**src/rtl/oled_init_sequencer.sv**
```systemverilog
// Purpose : SSD1331 power-up and init sequencer; walks the startup command ROM and shifts each command out on 4-wire SPI (mode 3).
// Latency : power-up takes POWER_DELAY + 2*RESET_CYCLES cycles to first CS fall; each byte is 16*CLK_DIV cycles; done after ON_DELAY.
// Backpressure: none; start_in is a one-cycle pulse, accepted only in IDLE or DONE and ignored while busy_out is high.
//
// Ports:
//   clk_in, rst_n_in                : clock, async active-low reset
//   start_in / busy_out / done_out  : controller handshake
//   command_out                     : ROM index; comm_length_in / comm_data_in return combinationally
//   sclk_out, mosi_out, cs_n_out, dc_out : SPI to the panel (dc is always command)
//   res_n_out, vccen_out, pmoden_out     : panel power and reset controls
module oled_init_sequencer #(
    parameter int CLK_DIV      = 5,
    parameter int NUM_COMMANDS = 25,
    parameter int POWER_DELAY  = 2_000_000,
    parameter int RESET_CYCLES = 300,
    parameter int ON_DELAY     = 10_000_000
) (
    input  logic         clk_in,
    input  logic         rst_n_in,
    input  logic         start_in,
    output logic [4:0]   command_out,
    input  logic [3:0]   comm_length_in,
    input  logic [119:0] comm_data_in,
    output logic         sclk_out,
    output logic         mosi_out,
    output logic         cs_n_out,
    output logic         dc_out,
    output logic         res_n_out,
    output logic         vccen_out,
    output logic         pmoden_out,
    output logic         busy_out,
    output logic         done_out
);

    localparam int MAX_A = (POWER_DELAY > ON_DELAY) ? POWER_DELAY : ON_DELAY;
    localparam int MAX_B = (RESET_CYCLES > CLK_DIV) ? RESET_CYCLES : CLK_DIV;
    localparam int MAX_D = (MAX_A > MAX_B) ? MAX_A : MAX_B;
    localparam int CW    = $clog2(MAX_D + 1);

    localparam logic [4:0]    LAST_IDX  = 5'(NUM_COMMANDS - 1);
    localparam logic [CW-1:0] PWR_END   = CW'(POWER_DELAY - 1);
    localparam logic [CW-1:0] RLOW_END  = CW'(RESET_CYCLES - 1);
    // The LOAD cycle is counted as the last cycle of the settle waits that
    // lead into a command, so CS falls exactly N cycles after the event.
    localparam logic [CW-1:0] RWAIT_END = CW'(RESET_CYCLES - 2);
    localparam logic [CW-1:0] VCC_END   = CW'(POWER_DELAY - 2);
    localparam logic [CW-1:0] ON_END    = CW'(ON_DELAY - 1);
    localparam logic [CW-1:0] HALF_END  = CW'(CLK_DIV - 1);

    typedef enum logic [3:0] {
        IDLE, PWR_WAIT, RST_LOW, RST_WAIT, LOAD, SHIFT, GAP, VCC_WAIT, ON_WAIT, DONE
    } state_t;

    state_t         state;
    logic [CW-1:0]  cnt;
    logic [119:0]   shreg;
    logic [3:0]     byte_cnt;
    logic [2:0]     bit_cnt;

    // Where to go once the current command is finished (sent or skipped).
    logic [4:0] next_idx;
    logic       at_last;
    logic       next_last;
    state_t     adv_state;

    assign next_idx  = command_out + 5'd1;
    assign at_last   = (command_out == LAST_IDX);
    assign next_last = (next_idx == LAST_IDX);
    assign adv_state = at_last ? ON_WAIT : (next_last ? VCC_WAIT : LOAD);

    // Pixel data is the next stage's job; this block only ever sends commands.
    assign dc_out = 1'b0;

    always_ff @(posedge clk_in or negedge rst_n_in) begin
        if (!rst_n_in) begin
            state       <= IDLE;
            cnt         <= '0;
            shreg       <= '0;
            byte_cnt    <= '0;
            bit_cnt     <= '0;
            command_out <= '0;
            sclk_out    <= 1'b1;
            mosi_out    <= 1'b0;
            cs_n_out    <= 1'b1;
            res_n_out   <= 1'b1;
            vccen_out   <= 1'b0;
            pmoden_out  <= 1'b0;
            busy_out    <= 1'b0;
            done_out    <= 1'b0;
        end else begin
            case (state)
                IDLE, DONE: begin
                    if (start_in) begin
                        state      <= PWR_WAIT;
                        cnt        <= '0;
                        pmoden_out <= 1'b1;
                        vccen_out  <= 1'b0;
                        busy_out   <= 1'b1;
                        done_out   <= 1'b0;
                    end
                end
                PWR_WAIT: begin
                    if (cnt == PWR_END) begin
                        state     <= RST_LOW;
                        cnt       <= '0;
                        res_n_out <= 1'b0;
                    end else begin
                        cnt <= cnt + 1'b1;
                    end
                end
                RST_LOW: begin
                    if (cnt == RLOW_END) begin
                        state     <= RST_WAIT;
                        cnt       <= '0;
                        res_n_out <= 1'b1;
                    end else begin
                        cnt <= cnt + 1'b1;
                    end
                end
                RST_WAIT: begin
                    if (cnt == RWAIT_END) begin
                        state       <= LOAD;
                        cnt         <= '0;
                        command_out <= '0;
                    end else begin
                        cnt <= cnt + 1'b1;
                    end
                end
                LOAD: begin
                    shreg    <= comm_data_in;
                    byte_cnt <= comm_length_in;
                    bit_cnt  <= '0;
                    cnt      <= '0;
                    if (comm_length_in == 4'd0) begin
                        // Empty entry: move on without framing anything.
                        state       <= adv_state;
                        command_out <= at_last ? command_out : next_idx;
                        if (adv_state == VCC_WAIT) vccen_out <= 1'b1;
                    end else begin
                        state    <= SHIFT;
                        cs_n_out <= 1'b0;
                        sclk_out <= 1'b0;
                        mosi_out <= comm_data_in[119];
                    end
                end
                SHIFT: begin
                    if (cnt != HALF_END) begin
                        cnt <= cnt + 1'b1;
                    end else begin
                        cnt <= '0;
                        if (!sclk_out) begin
                            sclk_out <= 1'b1;
                        end else begin
                            // End of a bit: falling boundary is the only place MOSI moves.
                            if (bit_cnt == 3'd7) byte_cnt <= byte_cnt - 4'd1;
                            if (bit_cnt == 3'd7 && byte_cnt == 4'd1) begin
                                state    <= GAP;
                                cs_n_out <= 1'b1;
                                mosi_out <= 1'b0;
                            end else begin
                                sclk_out <= 1'b0;
                                bit_cnt  <= bit_cnt + 3'd1;
                                mosi_out <= shreg[118];
                                shreg    <= {shreg[118:0], 1'b0};
                            end
                        end
                    end
                end
                GAP: begin
                    if (cnt == HALF_END) begin
                        cnt         <= '0;
                        state       <= adv_state;
                        command_out <= at_last ? command_out : next_idx;
                        if (adv_state == VCC_WAIT) vccen_out <= 1'b1;
                    end else begin
                        cnt <= cnt + 1'b1;
                    end
                end
                VCC_WAIT: begin
                    if (cnt == VCC_END) begin
                        state <= LOAD;
                        cnt   <= '0;
                    end else begin
                        cnt <= cnt + 1'b1;
                    end
                end
                ON_WAIT: begin
                    if (cnt == ON_END) begin
                        state    <= DONE;
                        cnt      <= '0;
                        busy_out <= 1'b0;
                        done_out <= 1'b1;
                    end else begin
                        cnt <= cnt + 1'b1;
                    end
                end
                default: state <= IDLE;
            endcase
        end
    end

endmodule
```
**config.mk**
```make
export PLATFORM = sky130hd
export DESIGN_NAME = oled_init_sequencer
export DESIGN_NICKNAME = d
export VERILOG_FILES = /design/src/rtl/oled_init_sequencer.sv
export SDC_FILE = /design/constraint.sdc
export NUM_CORES = 1
export LEC_CHECK = 0
export CELL_PAD_IN_SITES_DETAIL_PLACEMENT = 1
export CELL_PAD_IN_SITES_GLOBAL_PLACEMENT = 1
export CORE_MARGIN = 3
export CORE_UTILIZATION = 40
export CTS_CLUSTER_SIZE = 40
export DETAILED_ROUTE_END_ITERATION = 7
export DONT_BUFFER_PORTS = 1
export PLACE_DENSITY = 0.66
export SLEW_MARGIN = 20
export SYNTH_ARGS = -nofsm -noshare
export SYNTH_HDL_FRONTEND = slang
export SYNTH_SLANG_ARGS = --single-unit
```
**constraint.sdc**
```tcl
create_clock -name clk_in -period 6.7 [get_ports clk_in]
set_clock_uncertainty 0.1 [all_clocks]
set_input_delay 0.67 -clock clk_in [delete_from_list [all_inputs] [get_ports clk_in]]
set_output_delay 0.67 -clock clk_in [all_outputs]
set_load 0.03 [all_outputs]
```
==> results of run 1 <==
sequential cells by signal (all words and copies together) (netlist names):
name	flops
shreg	119
cnt	24
command_out	5
byte_cnt	4
state	4
bit_cnt	3
busy_out	1
cs_n_out	1
done_out	1
mosi_out	1
pmoden_out	1
res_n_out	1
sclk_out	1
vccen_out	1
final cells by class:
| type | count | area, um2 |
|---|---|---|
| Fill cell | 2264 | 11290 |
| Sequential cell | 167 | 4183 |
| Multi-Input combinational cell | 641 | 4058 |
| Clock buffer | 19 | 442.9 |
| Tap cell | 270 | 337.8 |
| Clock inverter | 13 | 186.4 |
| Timing Repair Buffer | 6 | 80.08 |
| Inverter | 12 | 45.04 |
layout by cell type, fill, tap and decap left out, types with 5 or more instances in the layout:
cell and instances:
ha_1 10, nand3_1 11, mux2i_1 122, xnor2_1 14, nor2_1 50, o31ai_1 5, inv_1 12, dfrtp_1 164
clkbuf_16 17, nand2b_1 8, o21ai_0 131, a21oi_1 17, o21ai_1 9, nand4_1 9, nand2_1 147, nor3_1 23
worst paths after layout:
check	cells past startpoint	slack, ns	to
worst max-delay path	6	3.18	shreg[12]$_DFFE_PN0P_
worst min-delay path	1	0.13	cnt[7]$_DFFE_PN0P_
worst max register to register	6	3.18	shreg[12]$_DFFE_PN0P_
worst min register to register	2	0.38	shreg[110]$_DFFE_PN0P_
max in group asynchronous	1	5.67	shreg[31]$_DFFE_PN0P_
min in group clk_in	1	0.29	shreg[0]$_DFFE_PN0P_
power groups by stage:
stage | clock network [W] | logic [W] | registers, W
2_1_floorplan | 0 | 0.00150 | 0.00162
3_3_place_gp | 0 | 0.00159 | 0.00171
3_5_place_dp | 0 | 0.00172 | 0.00174
4_1_cts | 0.00107 | 0.00175 | 0.00173
5_1_grt | 0.00113 | 0.00198 | 0.00178
6_report | 0.00105 | 0.00171 | 0.00173
cells in the mapped netlist, types with 2 or more instances:
library cell  number
a211oi_1           3
a21oi_1           17
a22o_1             4
a22oi_1            2
a31oi_1            2
a41oi_1            2
and2_1             3
and3_1             4
buf_2             19
buf_4              2
clkbuf_1          31
clkbuf_2           2
clkbuf_8           3
dfrtp_1          164
dfstp_2            3
ha_1              10
inv_1             12
mux2_4             3
mux2i_1          122
nand2_1          147
nand2b_1           8
nand3_1           11
nand3b_1           2
nand4_1            9
nor2_1            50
nor2b_1            4
nor3_1            23
nor3b_1            4
nor4_1             5
nor4b_1            4
nor4bb_1           2
o21a_1             2
o21ai_0          131
o21ai_1           10
o22ai_1            4
o31ai_1            5
or2_2              2
or3_1              4
xnor2_1           14
xor2_1             2
layer usage:
layer | global-route usage [%] | wire, um
met1 | 22.34 | 9054
met2 | 31.65 | 10630
met3 | 6.731 | 1349
met4 | 3.211 | 131
met5 | 0 | 0
stage by stage:
| step | setup slack [ns] | total power, W | utilization, % | std cells | instance area (um2) |
|---|---|---|---|---|---|
| 2_1_floorplan | 4.209 | 0.003121 | - | 879 | 8573 |
| 3_3_place_gp | 3.288 | 0.003306 | 41.99 | 1094 | 8660 |
| 3_5_place_dp | 3.246 | 0.003456 | 41.99 | 1094 | 8660 |
| 4_1_cts | 3.240 | 0.004546 | 45.22 | 1128 | 9326 |
| 5_1_grt | 2.888 | 0.004887 | 45.25 | 1128 | 9333 |
| 6_report | 3.185 | 0.004489 | 45.25 | 1128 | 9333 |
worst max-delay path: stages (launching register included):
cell	delay, ns
dfrtp_1	0.57
nand4bb_4	0.82
nor3_1	0.78
o21ai_4	0.31
buf_12	0.32
nand2_1	0.18
o21ai_0	0.10
logic make-up after synthesis:
group	synth area share, %
compound gates	12.81
xor+xnor	1.635
fa+ha+maj	1.459
buf+inv	4.276
flops	48.79
mux	14.77
other cells	0.04374
simple gates	16.21
what timing repair did:
| action | CTS | global route |
|---|---|---|
| hold endpoints to repair | 164 | 0 |
| gates resized for setup | 0 | 0 |
| hold buffers | 2 | 0 |
==> impl_metrics.toml, run 1 <==
[clock_tree]
ctsRootBufferMaster = "clkbuf_16"
cts.sinks = 167
cts_setup_buffers = 0
cts_buffers = 17
cts_tree = "done"
clk_latency_ns = 0.42
clock_path_buffers = 2
path_clk_slew_ns = 0.07
htree_levels = 4

[worst_setup_path]
worstPathArrival_ns = 3.68
cp.required_ns = 6.86
r2r-start = "state[1]$_DFFE_PN0P_"
cp-start-kind = "flip-flop"
endpoint_kind = "flip-flop"
path_class = "reg2reg"
startpoint = "state[1]$_DFFE_PN0P_"
cp_max_fo = 211

[synthesis]
synth_area_mm2 = 0.008573
synth.avg_cell_area_um2 = 9.753
syn_nets = 1016
yosysTopAreaCellShare_pct = 47.87
seq_area_frac_synth_pct = 48.79
synth_top_area_cell = "dfrtp_1"
ys_types = 68
synth-seq-cells = 167
syn_inst = 879
synthArstFlopShare_pct = 100.0
synthTopCellsByArea = "dfrtp_1 48%, mux2i_1 14%, o21ai_0 7.6%, nand2_1 6.4%, nor2_1 2.2%"
synth_edf_count = 0
ys_dominant_reg_cell = "dfrtp_1"
ys_warn_count = 0

[placed_design]
place.gp.congestion = 0.7804
dp_hpwl_um = 14450
port-buffer-count = 0

[global_route]
grt_overflow_total = 0
grt_pass1_wl_um = 35100
track_usage_pct = 18.32
antenna_found_initial = 0
grt_max_degree = 212
grt_pass1_vias = 6707

[pwr]
p_leak_nw = 4.451
vdd_drop_max_mv = 0.4480
power.density_mw_per_mm2 = 481.0
p_sw_w = 0.001787
seqPwrFrac_pct = 38.5
clock_power_share_pct = 23.4
sw_frac_of_total_pct = 39.80
power_frac_comb_pct = 38.2
p_int_w = 0.002702

[sta]
slew_violations = 0
finalHoldViolCount = 0
finalCriticalPeriod_ns = 3.515
rsz0062_at_grt = "no"
setup_viol = 0
hold_ws_ns = 0.1270
worst_slew_pin_slew_ns = 0.8681
setup_tns_ns = 0
max_freq_mhz = 284.5
slew_headroom_pct = 42.13
min_period_over_period_pct = 52.47

[route]
drtIter0Drc = 291
routed_wl_um = 21160
routed_via_density = 5.519
post_drt_wl_per_cell_um = 18.76
drc_errors = 0
drtPass1Iterations = 4
ant_nets = 0
via_count = 6225

[outcome]
status = "completed"

[floorplanning]
core_mm2 = 0.02062
start_util_pct = 41.57
dieArea_mm2 = 0.02323
rows = 52
io_pins = 141
die_x_um = 152.4
die_h_um = 152.4

[min_path]
min-delay-path-class = "in2async"

[final_layout]
diodes = 0
drive_gt1_share_pct = 7.226
synthToLayoutAreaGrowth_pct = 8.859
nNetsFinal = 982

[job]
maxCapViolations = 0
Power figures use the tool's default switching activity.
==> run 2, diff against run 1 <==
--- a/config.mk
+++ b/config.mk
@@ -12,7 +12,7 @@
 export CTS_CLUSTER_SIZE = 40
 export DETAILED_ROUTE_END_ITERATION = 7
 export DONT_BUFFER_PORTS = 1
-export PLACE_DENSITY = 0.66
+export PLACE_DENSITY = 0.69
 export SLEW_MARGIN = 20
 export SYNTH_ARGS = -nofsm -noshare
 export SYNTH_HDL_FRONTEND = slang
==> constraint.sdc (replaced) <==
create_clock -name clk_in -period 3 [get_ports clk_in]
set_clock_uncertainty 0.1 [all_clocks]
set_input_delay 0.3 -clock clk_in [delete_from_list [all_inputs] [get_ports clk_in]]
set_output_delay 0.3 -clock clk_in [all_outputs]
set_load 0.03 [all_outputs]
==> impl_metrics.toml, run 2 (synthesis gave the netlist of run 1 again) <==
[pwr]
sw_frac_of_total_pct = 40.44
power.density_mw_per_mm2 = 991.8
seqPwrFrac_pct = 38.3
vdd_drop_max_mv = 0.5085
p_sw_w = 0.004085
p_leak_nw = 4.816
clock_power_share_pct = 20.9
p_int_w = 0.006017
power_frac_comb_pct = 40.7

[outcome]
status = "complete, but fails checks"
violations = "hold timing"

[route]
drc_errors = 0
drtPass1Iterations = 4
routed_wl_um = 22380
routed_via_density = 5.427
ant_nets = 0
via_count = 6643
post_drt_wl_per_cell_um = 18.29
drtIter0Drc = 247

[final_layout]
reg_top3 = "shreg (119), cnt (24), command_out (5)"
seqCellArea_mm2 = 0.004183
drive_gt1_share_pct = 7.345
n_fill_cell = 2267
multi_input_area_mm2 = 0.004051
largest_register_ffs = 119
top_register = "shreg"
synthToLayoutAreaGrowth_pct = 18.81
layout_commonest_cell = "dfrtp_1"
final_area_mm2 = 0.01019
layout_common_cells = "164 x dfrtp_1, 147 x nand2_1, 131 x o21ai_0"
nNetsFinal = 1077

[clock_tree]
cts_setup_buffers = 0
cts_buffers = 17
clk_latency_ns = 0.42
cts.sinks = 167
hold_buffers = 85
ctsRootBufferMaster = "clkbuf_16"
clock_path_buffers = 2
path_clk_slew_ns = 0.07
cts_tree = "done"
cts-resized-gates = 0
htree_levels = 4

[worst_setup_path]
path_class = "reg2reg"
worstPathArrival_ns = 2.95
cp_max_fo = 5
cp.required_ns = 3.20
cp-start-kind = "flip-flop"
endpoint_kind = "flip-flop"

[floorplanning]
io_pins = 141
die_h_um = 152.4
die_x_um = 152.4
dieArea_mm2 = 0.02323
core_mm2 = 0.02062
rows = 52
start_util_pct = 41.57

[sta]
slew_violations = 0
setup_viol = 0
worst_slew_pin_slew_ns = 0.8920
hold_ws_ns = -0.5240
slew_headroom_pct = 40.53
finalCriticalPeriod_ns = 2.747
rsz0062_at_grt = "no"
min_period_over_period_pct = 91.57
finalHoldViolCount = 167
setup_tns_ns = 0
max_freq_mhz = 364.0

[placed_design]
port-buffer-count = 0
placedInstanceArea_mm2 = 0.008767
place.gp.congestion = 0.8275
dp_hpwl_um = 14940

[job]
maxCapViolations = 0

[global_route]
grt_pass1_wl_um = 37310
grt_max_degree = 168
track_usage_pct = 19.32
antenna_found_initial = 1
grt_overflow_total = 0
grt_pass1_vias = 7267

[min_path]
min-delay-path-class = "in2async"
-- run 2: final timing paths --
| check | startpoint | to | slack [ns] | cells past startpoint |
|---|---|---|---|---|
| setup / recovery | cnt[0]$_DFFE_PN0P_ | state[3]$_DFFE_PN0P_ | 0.25 | 7 |
| hold reg to reg | shreg[55]$_DFFE_PN0P_ | shreg[55]$_DFFE_PN0P_ | 0.38 | 2 |
| max in group asynchronous | rst_n_in | cnt[15]$_DFFE_PN0P_ | 2.95 | 0 |
| min in group clk_in | comm_data_in[65] | shreg[65]$_DFFE_PN0P_ | 0 | 2 |
| setup reg to reg | cnt[0]$_DFFE_PN0P_ | state[3]$_DFFE_PN0P_ | 0.25 | 7 |
| hold / removal | rst_n_in | cnt[18]$_DFFE_PN0P_ | -0.52 | 0 |
-- run 2: per-stage QoR --
step	hold WS, ns	std cells	power [W]	setup slack (ns)	utilization (%)
after CTS	-0.5417	1222	0.01016	0.2625	49.33
after global placement	-0.08431	1105	0.007551	0.4031	42.51
after floorplan	-0.09559	879	0.006970	0.5090	-
after global routing	-0.5516	1224	0.01095	0.1138	49.39
after detailed placement	-0.08302	1105	0.007906	0.2853	42.51
final	-0.5240	1224	0.01010	0.2530	49.39
-- run 2: final cells by class --
class                   count  share of cell area (%)
repair buffers            101                   9.925
inverters                  12                  0.4422
flip-flops and latches    167                   41.06
clock inverters            13                   1.204
well taps                 270                   3.317
diodes                      1                 0.02457
multi-input cells         641                   39.77
clock buffers              19                   4.250
-- run 2: per-layer routing --
metal / routed length [um] / global-route usage (%) / part of all wire (%)
met5: 0 / 0 / 0
met4: 492 / 5.522 / 2.2
met3: 821 / 4.374 / 3.7
met2: 11320 / 33.53 / 51
met1: 9747 / 24.23 / 44
-- run 2: power by group through the flow --
stage               registers, W  clock network, W  logic [W]
global placement         0.00382                 0    0.00374
CTS                      0.00386           0.00217    0.00413
floorplan                0.00362                 0    0.00335
detailed placement       0.00389                 0    0.00401
finish                   0.00387           0.00212    0.00412
global route             0.00399           0.00228    0.00469
-- run 2: critical path, cell delays in order, from the launching register on --
cell and delay [ns]:
dfrtp_1 0.42, ha_1 0.26, nand4_1 0.22, or4b_4 0.57, o21ai_1 0.19, o21ai_2 0.14
a211oi_4 0.38, mux2_4 0.34
==> run 3, diff against run 2 <==
--- a/config.mk
+++ b/config.mk
@@ -5,6 +5,7 @@
 export SDC_FILE = /design/constraint.sdc
 export NUM_CORES = 1
 export LEC_CHECK = 0
+export CAP_MARGIN = 20
 export CELL_PAD_IN_SITES_DETAIL_PLACEMENT = 1
 export CELL_PAD_IN_SITES_GLOBAL_PLACEMENT = 1
 export CORE_MARGIN = 3
==> results of run 3 <==
No change in the layout: final DEF, timing and power equal those of run 2.
==> variant 1: new RTL, settings of run 1 <==
The parameter `RESET_CYCLES` goes from 300 to 600.
--- a/src/rtl/oled_init_sequencer.sv
+++ b/src/rtl/oled_init_sequencer.sv
@@ -12,7 +12,7 @@
     parameter int CLK_DIV      = 5,
     parameter int NUM_COMMANDS = 25,
     parameter int POWER_DELAY  = 2_000_000,
-    parameter int RESET_CYCLES = 300,
+    parameter int RESET_CYCLES = 600,
     parameter int ON_DELAY     = 10_000_000
 ) (
     input  logic         clk_in,
Check against the original RTL: no difference found for any inputs over 4 cycles, from zero or initial values and one cycle with rst_n_in low; that may be too few to reach the edited logic, so the function may still have changed.
==> variant 1 against run 1 <==
Non-clock buffer count rose by 3. Worst setup slack got worse by 0.16 ns. Global-route usage rose by 0.83 points. Total power rose by 9.1%. Highest routed layer unchanged. Sequential cell count did not move. Wire length rose by 1.6%. Hold slack improved by 0.025 ns. Maximum frequency fell by 4.4%. Combinational power rose by 28%. First-iteration DRC count rose by 41%. Largest cell class unchanged. Critical endpoint is now shreg[38]. Design area fell by 2.9%. Synthesized area fell by 3.0%.
==> variant 1: results <==
[status]
status = "complete, no violations"

[routing]
viasPerCell = 5.444
remaining_drc_errors = 0
wirelength_mm = 21.49
drt_iter0_markers = 411

[place]
dp_worst_setup_slack_ns = 2.815
dp_hpwl_mm = 13.73
gp_congestion = 0.7718

[logic_synthesis]
yosysSeqAreaShare_pct = 50.31
netlist_top_cells_count = "264 x nand2_1, 164 x dfrtp_1, 156 x nor2_1, 121 x a31oi_1, 40 x clkbuf_1"
synth_compound_area_share_pct = 15.08
ys_types = 55
synth_area_leaders = "dfrtp_1 49%, nand2_1 12%, a31oi_1 9.1%, nor2_1 7.0%, clkbuf_1 1.8%"
muxShareOfSynthArea_pct = 0.6471
synthXorXnorAreaFrac_pct = 1.580
post_synth_fa_ha_maj_area_fraction_pct = 1.505

[worst_setup_path]
cp_slowest_cell = "dfrtp_1"
worstPathArrival_ns = 3.92
reg2reg_depth = 8
reg2reg_slack_ns = 3.02
endpoint = "shreg[38]"
critPathLaunch = "state[0]"
max_stage_delay_ns = 0.78
cp_max_fo = 70

[final_layout]
nFillCells = 2429
nNetsFinal = 1098
num_antenna_cells = 0
drive_above_1_share_pct = 6.160

[power]
vdd_ir_drop_max_v = 0.0003226
power.density_mw_per_mm2 = 540.5
power_leakage_uw = 0.003749
p_switching_uw = 2202

[clock_tree]
root_buffer = "clkbuf_16"
cts.path.max_buffers = 2
clk_latency_ns = 0.43

[global_route]
grt_pass1_wl_mm = 35.02
grt_pass1_vias = 6833
grt_usage_pct = 19.15
grt_max_degree = 165

[timing]
worst_pin_slew_ns = 0.9658
setup_ws_ns = 3.021

[min_path]
hp-class = "in -> async"
variant 1: area by class of cell:
| type | instances | area [sq um] | share of cell area, % |
|---|---|---|---|
| flip-flops and latches | 167 | 4183 | 46.15 |
| multi-input cells | 751 | 3817 | 42.12 |
| clock buffers | 19 | 442.9 | 4.887 |
| well taps | 270 | 337.8 | 3.727 |
| repair buffers | 9 | 113.9 | 1.256 |
| clock inverters | 13 | 112.6 | 1.242 |
| inverters | 15 | 56.30 | 0.6212 |
variant 1: what timing repair did:
action / in CTS / in global routing
hold endpoints to repair: 164 / 0
hold buffers: 2 / 0
gates resized for setup: 0 / 0
setup buffers: 0 / 0
variant 1: worst reg2reg max path, cell delays in order (launching register included):
cell	delay (ns)
dfrtp_1	0.78
nand2b_1	0.27
nor2_4	0.77
nand3_1	0.31
a22oi_2	0.34
buf_4	0.47
buf_16	0.32
nor2_1	0.08
a31oi_1	0.17
variant 1: per-layer routing:
layer | vias to the layer above | part of all wire, % | global-route usage [%]
met5 | - | 0 | 0
met4 | 0 | 0.94 | 4.803
met3 | 15 | 3.5 | 3.582
met2 | 99 | 47 | 30.14
met1 | 3303 | 49 | 27.44
li1 | 3355 | - | -
variant 1: metrics by stage:
step	cells	instance area (sq um)	util, %	hold WS (ns)
finish	1244	9064	44.65	0.1516
global route	1244	9064	44.65	0.1866
CTS	1243	9032	44.50	0.2154
detailed placement	1209	8439	41.57	0.2805
global placement	1209	8439	41.57	0.2793
floorplan	1000	8314	-	0.2744
variant 1: power groups by stage:
stage               Combinational, uW  Sequential, uW  Clock, uW
floorplan                        1830            1670          0
CTS                              2210            1770        969
global placement                 2100            1780          0
global route                     2540            1830       1010
detailed placement               2180            1790          0
finish                           2190            1770        940
==> variant 2: new RTL, settings of run 1 <==
Without the edit above. Reset style: synchronous (`rst_n_in`), changed in one clocked block. Comments in the files are not updated.
--- a/src/rtl/oled_init_sequencer.sv
+++ b/src/rtl/oled_init_sequencer.sv
@@ -71,7 +71,7 @@
     // Pixel data is the next stage's job; this block only ever sends commands.
     assign dc_out = 1'b0;
 
-    always_ff @(posedge clk_in or negedge rst_n_in) begin
+    always_ff @(posedge clk_in) begin
         if (!rst_n_in) begin
             state       <= IDLE;
             cnt         <= '0;
Behaviour: differs if rst_n_in is asserted again (counterexample within 4 cycles, from zero or initial values and one cycle with rst_n_in low); with rst_n_in held inactive, the same outputs for 4 cycles.
==> variant 2 against run 1 <==
Worst setup slack better by 0.064 ns. Sequential cell count unchanged. Synthesized cell count rose by 16%. Wire length decreased by 1.5%. First-iteration DRC count grew 35%. Global-route usage rose by 0.51 points. Sequential share of layout area fell by 6.9 points. Design area fell by 5.4%. Via count grew 11%. Synthesized area decreased by 4.4%. Critical path type unchanged. Largest cell class is now multi-input gates.
Power is not compared: it rests on default switching activity, and its combinational part moved more than twofold at a synthesized area within 25%.
==> variant 2: results <==
[final_layout]
drive_above_1_share_pct = 7.187
nNetsFinal = 1098
num_antenna_cells = 0

[routing]
viasPerCell = 5.579
drt_iter0_markers = 394
wirelength_mm = 20.85

[logic_synthesis]
muxShareOfSynthArea_pct = 0.4887
post_synth_fa_ha_maj_area_fraction_pct = 1.527
postSynth.asyncResetShare_pct = 0
synth_compound_area_share_pct = 19.65
syn_nets = 1156
yosysSeqAreaShare_pct = 40.81
netlist_top_cells_count = "277 x nand2_1, 167 x dfxtp_1, 126 x nand3_1, 101 x o211a_1, 47 x nor2_1"
synth_area_leaders = "dfxtp_1 41%, nand2_1 13%, o211a_1 12%, nand3_1 7.7%, nor2_1 2.2%"
synthXorXnorAreaFrac_pct = 2.566
ys_types = 66

[status]
status = "complete, no violations"

[global_route]
grt_usage_pct = 18.83
grt_pass1_vias = 6858
grt_pass1_wl_mm = 34.43
grt_max_degree = 237

[worst_setup_path]
cp_max_fo = 236
reg2reg_slack_ns = 3.25
reg2reg_depth = 10
r2r-end = "shreg[40]"
worstReg2RegStart = "cnt[0]"

[min_path]
hp-class = "in -> reg"

[power]
seq-power_uw = 1120

[place]
gp_congestion = 0.7695
dp_hpwl_mm = 13.17

[timing]
worst_pin_slew_ns = 0.9799
## variant 2: cell type report
class                   count  area [sq um]
fillers                  2374         10960
multi-input cells         758          4457
flip-flops and latches    167          3343
clock buffers              18         429.2
well taps                 265         331.6
clock inverters            14         165.2
repair buffers              5         53.80
inverters                  12         45.04
## variant 2: per-stage QoR
step	setup WS (ns)	cells	total power (uW)	cell area, sq um	hold slack (ns)
2_1_floorplan	4.072	1019	1399	8193	0.3470
4_1_cts	3.234	1239	2461	8821	0.2150
5_1_grt	2.930	1239	2559	8825	0.2132
3_5_place_dp	3.335	1207	1447	8227	0.3699
3_3_place_gp	3.328	1207	1443	8227	0.3640
6_report	3.249	1239	2429	8825	0.2269
## variant 2: critical path, stage by stage (launching register included)
cell     delay (ns)
dfxtp_1        0.39
inv_1          0.12
ha_1           0.16
nor4b_1        0.34
nand2_1        0.12
nor3_2         0.46
a21oi_1        0.29
a21oi_4        0.20
buf_12         0.63
nand3_1        0.17
o211a_1        0.18
## variant 2: routing by layer
metal	up-vias	part of all wire (%)	global-route usage, %
li1	3448	-	-
met1	3335	48	25.28
met2	116	47	30.07
met3	13	4.9	5.591
met4	0	0.73	4.256
met5	-	0	0
## variant 2: how the worst max path moves through the flow
stage          startpoint         end  slack, ns  depth (start not counted)
2_1_floorplan      cnt[2]     cnt[10]       4.07                          9
3_3_place_gp      cnt[21]  shreg[105]       3.33                          8
3_5_place_dp      cnt[21]   shreg[18]       3.33                          8
4_1_cts           cnt[21]   shreg[18]       3.23                          8
5_1_grt           cnt[21]   shreg[17]       2.93                          8
6_report           cnt[0]   shreg[40]       3.25                         10
